===== src/rtl/donut_pkg.sv =====
// Shared definitions for the donut motion controller: FSM states,
// coordinate widths and default geometry.
package donut_pkg;

  localparam int COORD_W = 10;
  // One extra bit so step/clamp arithmetic can never wrap.
  localparam int CALC_W  = COORD_W + 1;

  localparam int DEF_X_MIN  = 160;
  localparam int DEF_X_MAX  = 480;
  localparam int DEF_Y_MIN  = 120;
  localparam int DEF_Y_MAX  = 360;
  localparam int DEF_STEP   = 2;
  localparam int DEF_HOME_X = 320;
  localparam int DEF_HOME_Y = 240;

  typedef enum logic [1:0] {
    ST_WAIT   = 2'd0,
    ST_UPD_X  = 2'd1,
    ST_UPD_Y  = 2'd2,
    ST_COMMIT = 2'd3
  } state_e;

endpackage


===== src/rtl/bounce_axis.sv =====
// One axis of bounce motion: step the position in the current direction,
// clamp at the bounds and reverse direction when a bound is reached.
// Purely combinational.
module bounce_axis
  import donut_pkg::*;
#(
  parameter int MIN  = DEF_X_MIN,
  parameter int MAX  = DEF_X_MAX,
  parameter int STEP = DEF_STEP
) (
  input  logic [COORD_W-1:0] pos_i,
  input  logic               dir_i,   // 1 = increasing
  output logic [COORD_W-1:0] pos_o,
  output logic               dir_o
);

  logic [CALC_W-1:0] pos_w;
  logic [CALC_W-1:0] fwd_w;
  logic [CALC_W-1:0] res_w;

  // Step/clamp/reverse evaluated at CALC_W bits.
  always_comb begin
    pos_w = {1'b0, pos_i};
    fwd_w = pos_w + CALC_W'(STEP);
    res_w = pos_w;
    dir_o = dir_i;
    if (dir_i) begin
      if (fwd_w >= CALC_W'(MAX)) begin
        res_w = CALC_W'(MAX);
        dir_o = 1'b0;
      end else begin
        res_w = fwd_w;
      end
    end else begin
      if (pos_w <= CALC_W'(MIN + STEP)) begin
        res_w = CALC_W'(MIN);
        dir_o = 1'b1;
      end else begin
        res_w = pos_w - CALC_W'(STEP);
      end
    end
    pos_o = res_w[COORD_W-1:0];
  end

endmodule


===== src/rtl/donut_motion_ctrl.sv =====
// Donut motion controller: once per accepted frame tick, moves a shadow
// centre position with bounce on X then Y, then commits it to cx/cy with a
// one-cycle cfg_valid pulse. cx/cy change only in COMMIT.
//
// Handshake: cfg_valid is a one-cycle, ready-less pulse; the consumer must
// take cx/cy in that cycle (they also stay constant until the next commit).
module donut_motion_ctrl
  import donut_pkg::*;
#(
  parameter int X_MIN  = DEF_X_MIN,
  parameter int X_MAX  = DEF_X_MAX,
  parameter int Y_MIN  = DEF_Y_MIN,
  parameter int Y_MAX  = DEF_Y_MAX,
  parameter int STEP   = DEF_STEP,
  parameter int HOME_X = DEF_HOME_X,
  parameter int HOME_Y = DEF_HOME_Y
) (
  input  logic               clk,
  input  logic               rst_n,
  input  logic               frame_tick,
  input  logic               enable,
  input  logic [1:0]         speed,
  input  logic               home,
  output logic [COORD_W-1:0] cx,
  output logic [COORD_W-1:0] cy,
  output logic               cfg_valid,
  output logic               overrun,
  output state_e             dbg_state
);

  state_e               state_q, state_d;
  logic [COORD_W-1:0]   sx_q, sx_d, sy_q, sy_d;
  logic                 dx_q, dx_d, dy_q, dy_d;
  logic [COORD_W-1:0]   cx_q, cx_d, cy_q, cy_d;
  logic [2:0]           cnt_q, cnt_d;
  logic                 move_q, move_d;
  logic                 homed_q, homed_d;
  logic                 valid_q, valid_d;
  logic                 overrun_q, overrun_d;

  logic [COORD_W-1:0]   bx_pos, by_pos;
  logic                 bx_dir, by_dir;
  logic [2:0]           speed_mask;

  bounce_axis #(.MIN(X_MIN), .MAX(X_MAX), .STEP(STEP)) u_bounce_x (
    .pos_i (sx_q),
    .dir_i (dx_q),
    .pos_o (bx_pos),
    .dir_o (bx_dir)
  );

  bounce_axis #(.MIN(Y_MIN), .MAX(Y_MAX), .STEP(STEP)) u_bounce_y (
    .pos_i (sy_q),
    .dir_i (dy_q),
    .pos_o (by_pos),
    .dir_o (by_dir)
  );

  // Low `speed` bits of the frame counter must be zero for a move.
  always_comb begin
    speed_mask = 3'(({1'b0, 3'b001} << speed) - 4'd1);
  end

  // State register and datapath registers; reset lands on HOME.
  always_ff @(posedge clk or negedge rst_n) begin
    if (!rst_n) begin
      state_q   <= ST_WAIT;
      sx_q      <= COORD_W'(HOME_X);
      sy_q      <= COORD_W'(HOME_Y);
      dx_q      <= 1'b1;
      dy_q      <= 1'b1;
      cx_q      <= COORD_W'(HOME_X);
      cy_q      <= COORD_W'(HOME_Y);
      cnt_q     <= 3'd0;
      move_q    <= 1'b0;
      homed_q   <= 1'b0;
      valid_q   <= 1'b0;
      overrun_q <= 1'b0;
    end else begin
      state_q   <= state_d;
      sx_q      <= sx_d;
      sy_q      <= sy_d;
      dx_q      <= dx_d;
      dy_q      <= dy_d;
      cx_q      <= cx_d;
      cy_q      <= cy_d;
      cnt_q     <= cnt_d;
      move_q    <= move_d;
      homed_q   <= homed_d;
      valid_q   <= valid_d;
      overrun_q <= overrun_d;
    end
  end

  // Next-state and datapath updates for WAIT -> UPD_X -> UPD_Y -> COMMIT.
  always_comb begin
    state_d   = state_q;
    sx_d      = sx_q;
    sy_d      = sy_q;
    dx_d      = dx_q;
    dy_d      = dy_q;
    cx_d      = cx_q;
    cy_d      = cy_q;
    cnt_d     = cnt_q;
    move_d    = move_q;
    homed_d   = homed_q;
    valid_d   = 1'b0;
    overrun_d = overrun_q;

    case (state_q)
      ST_WAIT: begin
        if (frame_tick) begin
          state_d = ST_UPD_X;
          // Move decision uses the counter value before this tick's increment.
          move_d  = enable && ((cnt_q & speed_mask) == 3'd0);
          if (enable) cnt_d = cnt_q + 3'd1;
        end
      end
      ST_UPD_X: begin
        state_d = ST_UPD_Y;
        homed_d = home;
        if (home) begin
          sx_d  = COORD_W'(HOME_X);
          sy_d  = COORD_W'(HOME_Y);
          dx_d  = 1'b1;
          dy_d  = 1'b1;
          cnt_d = 3'd0;
        end else if (move_q) begin
          sx_d = bx_pos;
          dx_d = bx_dir;
        end
      end
      ST_UPD_Y: begin
        state_d = ST_COMMIT;
        // A home request taken in UPD_X suppresses the Y move.
        if (move_q && !homed_q) begin
          sy_d = by_pos;
          dy_d = by_dir;
        end
      end
      ST_COMMIT: begin
        state_d = ST_WAIT;
        cx_d    = sx_q;
        cy_d    = sy_q;
        valid_d = 1'b1;
      end
      default: state_d = ST_WAIT;
    endcase

    // A tick that arrives mid-update is dropped and flagged.
    if (frame_tick && (state_q != ST_WAIT)) overrun_d = 1'b1;
  end

  assign cx        = cx_q;
  assign cy        = cy_q;
  assign cfg_valid = valid_q;
  assign overrun   = overrun_q;
  assign dbg_state = state_q;

endmodule

===== config.mk =====
export PLATFORM = sky130hd
export DESIGN_NAME = donut_motion_ctrl
export DESIGN_NICKNAME = d
export VERILOG_FILES = /design/src/rtl/donut_pkg.sv /design/src/rtl/bounce_axis.sv /design/src/rtl/donut_motion_ctrl.sv
export SDC_FILE = /design/constraint.sdc
export NUM_CORES = 1
export LEC_CHECK = 0
export CAP_MARGIN = 20
export CORE_ASPECT_RATIO = 0.5
export CORE_UTILIZATION = 48
export CTS_BUF_LIST = sky130_fd_sc_hd__clkbuf_4 sky130_fd_sc_hd__clkbuf_8
export DETAILED_ROUTE_END_ITERATION = 16
export PLACE_DENSITY = 0.67
export SYNTH_ARGS = -nofsm -noshare
export SYNTH_HDL_FRONTEND = slang
export SYNTH_SLANG_ARGS = --single-unit

===== constraint.sdc =====
create_clock -name clk -period 3.4 [get_ports clk]
set_input_delay 0.34 -clock clk [delete_from_list [all_inputs] [get_ports clk]]
set_output_delay 0.34 -clock clk [all_outputs]
set_load 0.05 [all_outputs]

# ---- Yosys cells after proc, flatten, opt, wreduce, memory -nomap -nowiden
# Index checks and enable logic that the tools add are counted.
dict set report word_totals {
  register_bits 51
  in_bits 7
  out_inout_bits 24
  elab_cells 74
}
dict set report classes {
  n_addsub 6
  order_cmp 4
  n_eq_ne 7
  shift 1
  mux 29
  bitwise 1
  n_reduce_logical 14
}
# operator count
set op_table {}
lappend op_table {{10-bit 2-to-1 mux} 10}
lappend op_table {{10-bit by 2-bit adder with 11-bit output, second input constant} 2}
lappend op_table {{11-bit by 9-bit >= comparator with 1-bit output, second input constant} 2}
lappend op_table {{10-bit case mux with 2 select lines} 1}
lappend op_table {{10-bit by 2-bit subtractor with 10-bit output, second input constant} 2}
lappend op_table {{1-bit 2-to-1 mux} 11}
lappend op_table {{10-bit by 7-bit less-or-equal comparator with 1-bit output, second input constant} 1}
lappend op_table {{10-bit by 8-bit less-or-equal comparator with 1-bit output, second input constant} 1}
lappend op_table {{3-bit 2-to-1 mux} 3}
lappend op_table {{2-bit inequality test, second input constant} 4}
lappend op_table {{2-bit case mux with 4 select lines} 1}
lappend op_table {{2-bit nonzero test} 4}
lappend op_table {{3-bit case mux with 2 select lines} 1}
lappend op_table {{2-bit == test, second input constant} 2}
lappend op_table {{2-bit AND reduction} 2}
lappend op_table {{4-bit AND reduction} 1}
lappend op_table {{3-bit by 1-bit adder with 3-bit output, second input constant} 1}
lappend op_table {{3-bit bitwise AND} 1}
lappend op_table {{1-bit logical AND} 3}
lappend op_table {{3-bit logical NOT} 1}
lappend op_table {{3-bit AND reduction} 1}
lappend op_table {{1-bit by 2-bit << shifter with 3-bit output, first input constant} 1}
lappend op_table {{3-bit by 1-bit subtractor with 3-bit output, second input constant} 1}
lappend op_table {{2-bit by 1-bit == test with 1-bit output, second input constant} 1}
lappend op_table {{other kinds (4)} 4}

# ---- Longest topological paths before layout
# Gate-level depths: netlist of the first run.
dict set report logic_depth {
  depth_word 6
  depth_mapped 9
}

# ---- Cells and area by module
# A second synthesis of the first run with hierarchy kept.
dict set report hier_totals {
  cells_unflattened 357
  hier_area_um2 3493.4
}
# mod n_inst cells_per_inst area_per_inst_um2 seq_area_each_um2
set by_module_without_submodules {}
lappend by_module_without_submodules {donut_motion_ctrl 1 180 2259.7 1293.7}
lappend by_module_without_submodules {{bounce_axis (u_bounce_y)} 1 87 618.1 0.0}
lappend by_module_without_submodules {{bounce_axis (u_bounce_x)} 1 90 615.6 0.0}

# ---- Least setup slack after synthesis of the first run
# Ideal clock, no wire load.
dict set report synth_timing {
  path_type {flip-flop to flip-flop}
  from {register state_q[1], in the netlist dbg_state[1]}
  to {register sy_q[4]}
  setup_ns 0.082
  t_arrival_ns 2.214
  t_required_ns 3.318
  path_slack_ns 1.105
  path_stages_with_launch 9
  path_buffers 0
  synth_period_minus_slack_ns 2.295
  cell_sequence {dfrtp_1 -> inv_1 -> ha_1 -> nor2b_1 -> or3b_2 -> a21o_2 -> a211oi_1 -> o21ai_0 -> o31a_1}
}
dict set report synth_via {
  elab_chain_len 3
}
# item line
set synth_rtl {}
lappend synth_rtl {{start, declared} donut_motion_ctrl.sv:31} ;# state_e state_q, state_d;
lappend synth_rtl {{start signal, assigned} donut_motion_ctrl.sv:80} ;# state_q <= state_d;
lappend synth_rtl {{2-bit == test or 2-bit by 1-bit == test with 1-bit output (tied branches)} donut_motion_ctrl.sv:110} ;# case (state_q)
lappend synth_rtl {{2-bit inequality test (no source line) or 2-bit nonzero test (tied branches)} -}
lappend synth_rtl {{3-bit AND reduction (no source line)} -}
lappend synth_rtl {{end signal, assigned} donut_motion_ctrl.sv:69} ;# sy_q <= COORD_W'(HOME_Y);
lappend synth_rtl {{end signal, assigned} donut_motion_ctrl.sv:82} ;# sy_q <= sy_d;
lappend synth_rtl {{end, declared} donut_motion_ctrl.sv:32} ;# logic [COORD_W-1:0] sx_q, sx_d, sy_q, sy_d;
# Several ways; a longest one is shown, not always the timed one.
# A chain may end at the register's enable or synchronous reset.

# ---- Worst setup path in the final report of the first run
dict set report layout_timing {
  from {register sy_q[1]}
  to {register sy_q[2]}
}
dict set report layout_via {
  elab_chain_len 6
}
# item line
set layout_rtl {}
lappend layout_rtl {{10-bit by 2-bit adder with 11-bit output} bounce_axis.sv:24} ;# fwd_w = pos_w + CALC_W'(STEP);
lappend layout_rtl {{11-bit by 9-bit >= comparator with 1-bit output} bounce_axis.sv:28} ;# if (fwd_w >= CALC_W'(MAX)) begin
lappend layout_rtl {{10-bit 2-to-1 mux} bounce_axis.sv:28}
lappend layout_rtl {{10-bit 2-to-1 mux *} bounce_axis.sv:27} ;# if (dir_i) begin
lappend layout_rtl {{10-bit 2-to-1 mux *} donut_motion_ctrl.sv:136} ;# if (move_q && !homed_q) begin
lappend layout_rtl {{10-bit case mux with 2 select lines *} donut_motion_ctrl.sv:110}
# Every way passes the cells marked *; elsewhere a longest branch is shown, timed or not. The select of a mux whose other input is x is not followed.

==> results of run 1 <==
-- cell usage after synthesis (all sizes together) (7+ instances only) --
library cell / number
dfrtp: 33
nor2: 24
nand2: 23
mux2: 21
o21ai: 20
a21oi: 15
inv: 15
buf: 14
dfstp: 14
clkbuf: 12
ha: 9
nand3: 9
nor3: 9
a31oi: 7
xnor2: 7
-- per-layer routing --
| metal | vias up | wire [um] | track usage, % |
|---|---|---|---|
| met5 | - | 0 | 0 |
| met1 | 1226 | 3476 | 33.22 |
| met2 | 53 | 3151 | 36.80 |
| met4 | 0 | 63 | 4.638 |
| met3 | 9 | 263 | 4.079 |
| li1 | 1203 | - | - |
-- critical path, cell delays in order (launching register included) --
cell	delay (ns)
dfrtp_1	0.53
ha_1	0.46
nand4_1	0.27
nor4_1	0.24
o21bai_1	0.13
a211oi_2	0.44
nor2_1	0.13
a31o_2	0.26
-- flip-flops by register name (all words and copies together) (netlist names) --
name and count:
cx 9, cy 9, sx_q 9, sy_q 9
cnt_q 3, dbg_state 2, cfg_valid 1, dx_q 1
dy_q 1, homed_q 1, move_q 1, overrun 1
-- power by group --
part	leakage, nW	switching (mW)	internal, mW
logic	0.769	0.671	0.445
registers	0.584	0.203	0.720
clock network	0.0593	0.187	0.236
-- layout by cell type, fill, tap and decap left out, types with 7 or more instances in the layout --
master,synthesis,final
dfstp_2,14,14
a21oi_1,15,15
clkdlybuf4s50_1,0,27
mux2_2,21,21
a31oi_1,7,7
nand3_1,9,9
xnor2_1,7,7
inv_1,15,15
nor3_1,9,9
dfrtp_1,33,33
nor2_1,23,23
o21ai_0,20,20
ha_1,9,9
nand2_1,23,23
-- kinds of logic (layout without fill, tap and decap cells) --
family	count (synthesis)	count (layout)	synth area share [%]
and+or+nand+nor	102	102	17.82
buffers and inverters	41	53	6.519
DFF	47	47	39.62
other	1	2	0.1245
xor gates and xnor gates	9	9	2.616
muxes	22	22	8.181
adders and majority gates	9	9	3.738
AOI/OAI and AO/OA	95	95	21.39
-- through the flow --
step           cell area, um2  hold slack [ns]  cells  total power, mW
3_5_place_dp             3257           0.4467    413            2.038
4_1_cts                  3371           0.2531    421            2.470
3_3_place_gp             3257           0.4374    413            1.996
6_report                 3401           0.4602    423            2.462
2_1_floorplan            3017          0.04441    327            1.742
5_1_grt                  3401           0.4832    423            2.624
-- timing repair --
item                                    in CTS  in global routing
hold buffers                                 0                  1
hold endpoints to repair                     0                 13
endpoints found under the setup margin       0                  0
-- worst max path at each step --
stage,start,end,slack [ns]
6_report,sy_q[1]$_DFFE_PN0P_,sy_q[2]$_DFFE_PN0P_,0.84
5_1_grt,sy_q[1]$_DFFE_PN0P_,sy_q[2]$_DFFE_PN0P_,0.62
4_1_cts,sy_q[1]$_DFFE_PN0P_,sy_q[2]$_DFFE_PN0P_,0.88
3_5_place_dp,sy_q[1]$_DFFE_PN0P_,sy_q[2]$_DFFE_PN0P_,0.90
3_3_place_gp,sy_q[3]$_DFFE_PN0P_,sy_q[3]$_DFFE_PN0P_,0.99
2_1_floorplan,dbg_state[1]$_DFFE_PN0N_,sy_q[4]$_DFFE_PN1P_,1.10
-- final cells by class --
| type | instances | area (um2) | share of cell area, % |
|---|---|---|---|
| inverter | 15 | 56.30 | 1.656 |
| clock buffer | 7 | 83.83 | 2.465 |
| multi-input combinational | 239 | 1627 | 47.83 |
| sequential | 47 | 1194 | 35.10 |
| timing repair buffer | 30 | 305.3 | 8.977 |
| clock inverter | 1 | 30.03 | 0.8830 |
| tap | 84 | 105.1 | 3.091 |
==> run_results.csv, run 1 <==
group,metric,value,unit
placed_design,gp_routability_congestion,0.9145,
floorplanning,core,5753,um2
final_layout,diodes,0,
grt,grtUsageTotal,23.00,%
worst_hold_path,hp-start,"overrun$_DFFE_PN0P_",
floorplanning,rows,19,
yosys,ys_seq_area_share,39.62,%
clock_network,cts_sinks,47,
routing,final_antenna_net_count,0,
yosys,synth_seq_cells,47,
routing,wirelength,6.955,mm
floorplanning,dieArea,6617,um2
worst_setup_path,crit_fanout,13,
sta,final-hold-violation-count,0,
yosys,ys_types,63,
clock_network,clk_latency,0.30,ns
sta,setup_violations,0,
sta,slew_violations,0,
job,max-cap-violations,0,
yosys,syn_avg_cell_area,9.242,um2
worst_setup_path,rrSetupSlack,0.84,ns
placed_design,dpl_worst_slack,0.9048,ns
sta,fin_crit,2.565,ns
clock_network,cts_tree,"yes",
floorplanning,fp.dieW,114.0,um
yosys,synth_top_area_share,27.41,%
grt,antenna_found_initial,0,
final_layout,final_net_count,354,
worst_hold_path,whs_path_depth,1,
yosys,async_flop_share,100.0,%
floorplanning,dieHeight,58.02,um
sta,tightest_slew,0.9817,ns
placed_design,numPortBuffers,28,
worst_setup_path,cp-start-kind,"flop",
grt,grt_pass1_vias,2340,
clock_network,cts_root_buf,"clkbuf_8",
status,outcome,"completed",
worst_setup_path,crit_type,"reg -> reg",
yosys,synthesis.area,3013,um2
sta,setup_tns,0,ns
routing,drt-vias-per-instance,5.889,
yosys,synthCells,326,
floorplanning,io_pins,31,
routing,dr.pass1.iters,5,
grt,grt_max_degree,48,
clock_network,cts_buffers,5,
clock_network,clk_path_buf_depth,2,
worst_setup_path,worst_setup_path_end_kind,"flop",
routing,wl_per_cell,16.44,um
worst_setup_path,required,3.60,ns
yosys,synth_largest_area_cell,"dfrtp_1",
sta,maxSlewHeadroom,34.55,%
pwr,leakagePower,1.412,nW
final_layout,area_growth,12.87,%
final_layout,post-route-util,59.11,%
sta,fin_crit_sh,75.43,%
grt,overflow,0,
routing,drc,0,
sta,fin_skew,0.006581,ns
grt,grt_pass1_wl,11.87,mm
placed_design,dpl.hpwl,4.810,mm
clock_network,clkTransAtPathRegs,0.09,ns
sta,fmax,389.9,MHz
worst_hold_path,holdPathEnd,"overrun$_DFFE_PN0P_",
worst_setup_path,r2r-end,"sy_q[2]$_DFFE_PN0P_",
yosys,synthFlopType,"dfrtp_1",
sta,rsz0062_at_grt,"false",
worst_hold_path,hold_class,"reg -> reg",
routing,drt_iter0_markers,163,
floorplanning,initial_core_util,52.37,%
yosys,synth.top_cells.by_area,"dfrtp_1, dfstp_2, mux2_2",
worst_setup_path,cp.arrival,2.76,ns
sta,setup_ws,0.8352,ns
clock_network,cts_resized,0,
clock_network,ctsHtreeMaxLevel,2,
worst_setup_path,timing.rr.start,"sy_q[1]$_DFFE_PN0P_",
worst_setup_path,reg2reg_depth,7,
final_layout,drive_gt1_share,16.22,%
yosys,yosysWarnings,0,
routing,vias,2491,
yosys,synth_edf_count,0,
pwr,vdd_ir_drop_max,0.4382,mV
final_layout,nFillCells,526,
clock_network,cts_setup_buffers,0,
pwr,power_density,723.9,nW/um2
Note: power is estimated with default switching activity, not from simulation.
==> run 2: changes to the inputs <==
clock period = 2.6 ns   (was 3.4 ns; I/O delays follow)
==> run_results.csv, run 2 (synthesis gave the netlist of run 1 again) <==
group,metric,value,unit
status,outcome,"completed",
clock_network,cts_setup_buffers,0,
worst_setup_path,required,2.78,ns
clock_network,clk_latency,0.29,ns
floorplanning,io_pins,31,
placed_design,dpl.hpwl,4.951,mm
sta,rsz0062_at_grt,"false",
clock_network,cts_sinks,47,
sta,tightest_slew,0.5529,ns
sta,fin_crit_sh,91.11,%
final_layout,post-route-util,59.74,%
sta,fmax,422.2,MHz
grt,grt_pass1_wl,11.74,mm
grt,grt_max_degree,48,
placed_design,numPortBuffers,28,
worst_setup_path,rrSetupSlack,0.23,ns
pwr,leakagePower,1.441,nW
final_layout,drive_gt1_share,18.44,%
pwr,power_density,907.0,nW/um2
pwr,vdd_ir_drop_max,0.6168,mV
worst_setup_path,reg2reg_depth,7,
sta,slew_violations,0,
floorplanning,dieArea,6617,um2
final_layout,most-common-layout-cells,"dfrtp_1, clkdlybuf4s50_1, nor2_1, nand2_1, mux2_2",
floorplanning,initial_core_util,52.37,%
worst_setup_path,crit_fanout,12,
final_layout,area_growth,14.08,%
job,max-cap-violations,0,
worst_setup_path,crit_slowest_cell,"dfrtp_2",
worst_setup_path,timing.rr.start,"sy_q[1]$_DFFE_PN0P_",
worst_setup_path,worst_setup_path_end_kind,"flop",
clock_network,cts_buffers,5,
worst_setup_path,cp.arrival,2.55,ns
final_layout,diodes,0,
routing,vias,2476,
grt,grtUsageTotal,22.87,%
routing,drt_iter0_markers,148,
floorplanning,core,5753,um2
sta,setup_tns,0,ns
placed_design,gp_routability_congestion,0.9318,
floorplanning,rows,19,
clock_network,clk_path_buf_depth,2,
worst_setup_path,r2r-end,"sy_q[8]$_DFFE_PN0P_",
routing,final_antenna_net_count,0,
floorplanning,fp.dieW,114.0,um
pwr,p_total,3.118,mW
routing,wl_per_cell,16.07,um
grt,grt_pass1_vias,2384,
sta,setup_violations,0,
sta,fin_skew,0.002744,ns
sta,maxSlewHeadroom,62.75,%
worst_setup_path,cp_cell_sequence,"ha_1 > nor4bb_1 > a31oi_1 > o211ai_1 > nand2_1 > or2_1 > a221o_1",
worst_setup_path,cp-start-kind,"flop",
sta,fin_crit,2.369,ns
clock_network,ctsHtreeMaxLevel,2,
grt,overflow,0,
worst_setup_path,slowest_delay,0.49,ns
grt,antenna_found_initial,0,
routing,drc,0,
final_layout,final_common_cell,"dfrtp_1",
clock_network,clkTransAtPathRegs,0.08,ns
routing,dr.pass1.iters,5,
worst_hold_path,hold_class,"in -> async",
clock_network,cts_root_buf,"clkbuf_8",
worst_setup_path,crit_type,"reg -> reg",
final_layout,final_net_count,362,
sta,final-hold-violation-count,0,
routing,wirelength,6.927,mm
floorplanning,dieHeight,58.02,um
clock_network,cts_tree,"yes",
routing,drt-vias-per-instance,5.745,
## run 2: worst max path at each step
| stage | startpoint | to | cells past startpoint |
|---|---|---|---|
| CTS | sy_q[1]$_DFFE_PN0P_ | sy_q[2]$_DFFE_PN0P_ | 7 |
| global route | sy_q[1]$_DFFE_PN0P_ | sy_q[8]$_DFFE_PN0P_ | 7 |
| detailed placement | sy_q[1]$_DFFE_PN0P_ | sy_q[2]$_DFFE_PN0P_ | 7 |
| floorplan | dbg_state[1]$_DFFE_PN0N_ | sy_q[4]$_DFFE_PN1P_ | 8 |
| global placement | sy_q[1]$_DFFE_PN0P_ | sy_q[2]$_DFFE_PN0P_ | 7 |
| finish | sy_q[1]$_DFFE_PN0P_ | sy_q[8]$_DFFE_PN0P_ | 7 |
## run 2: where the power goes
part           switching (mW)  internal (mW)
clock network           0.233          0.210
logic                   0.885          0.591
registers               0.258          0.942
## run 2: layout make-up
cell class	instances	area, um2
Fill cell	499	2316
Multi-Input combinational cell	239	1627
Sequential cell	47	1195
Timing Repair Buffer	38	365.4
Tap cell	84	105.1
Clock buffer	7	83.83
Inverter	15	56.30
Clock inverter	1	5.005
## run 2: worst max-delay path, delay by kind of cell, from the launching register on
family                   cells  cell delay [ns]
AND/OR/NAND/NOR              3             0.76
flip-flops                   1             0.49
adder cells (fa/ha/maj)      1             0.30
AO/OA/AOI/OAI                3             0.71
## run 2: what timing repair did
item,4_1_cts,5_1_grt
gates resized for setup,0,1
hold buffers,0,1
endpoints found under the hold margin,0,16
endpoints found under the setup margin,0,2
## run 2: layer usage
metal  up-vias  wire length [um]  GRT usage [%]
met5         -                 0              0
met4         0                50          5.566
met3         7               415          4.498
met2        65              3111          36.36
met1      1186              3350          32.57
li1       1218                 -              -
## run 2: through the flow
stage | std cells | hold WS (ns) | setup slack (ns) | instance area, um2
finish | 431 | 0.4546 | 0.2312 | 3437
global route | 431 | 0.4785 | 0.06078 | 3437
CTS | 429 | 0.1757 | 0.1735 | 3406
detailed placement | 421 | 0.4519 | 0.1827 | 3317
global placement | 421 | 0.4371 | 0.3312 | 3317
floorplan | 327 | -0.03559 | 0.3048 | 3017
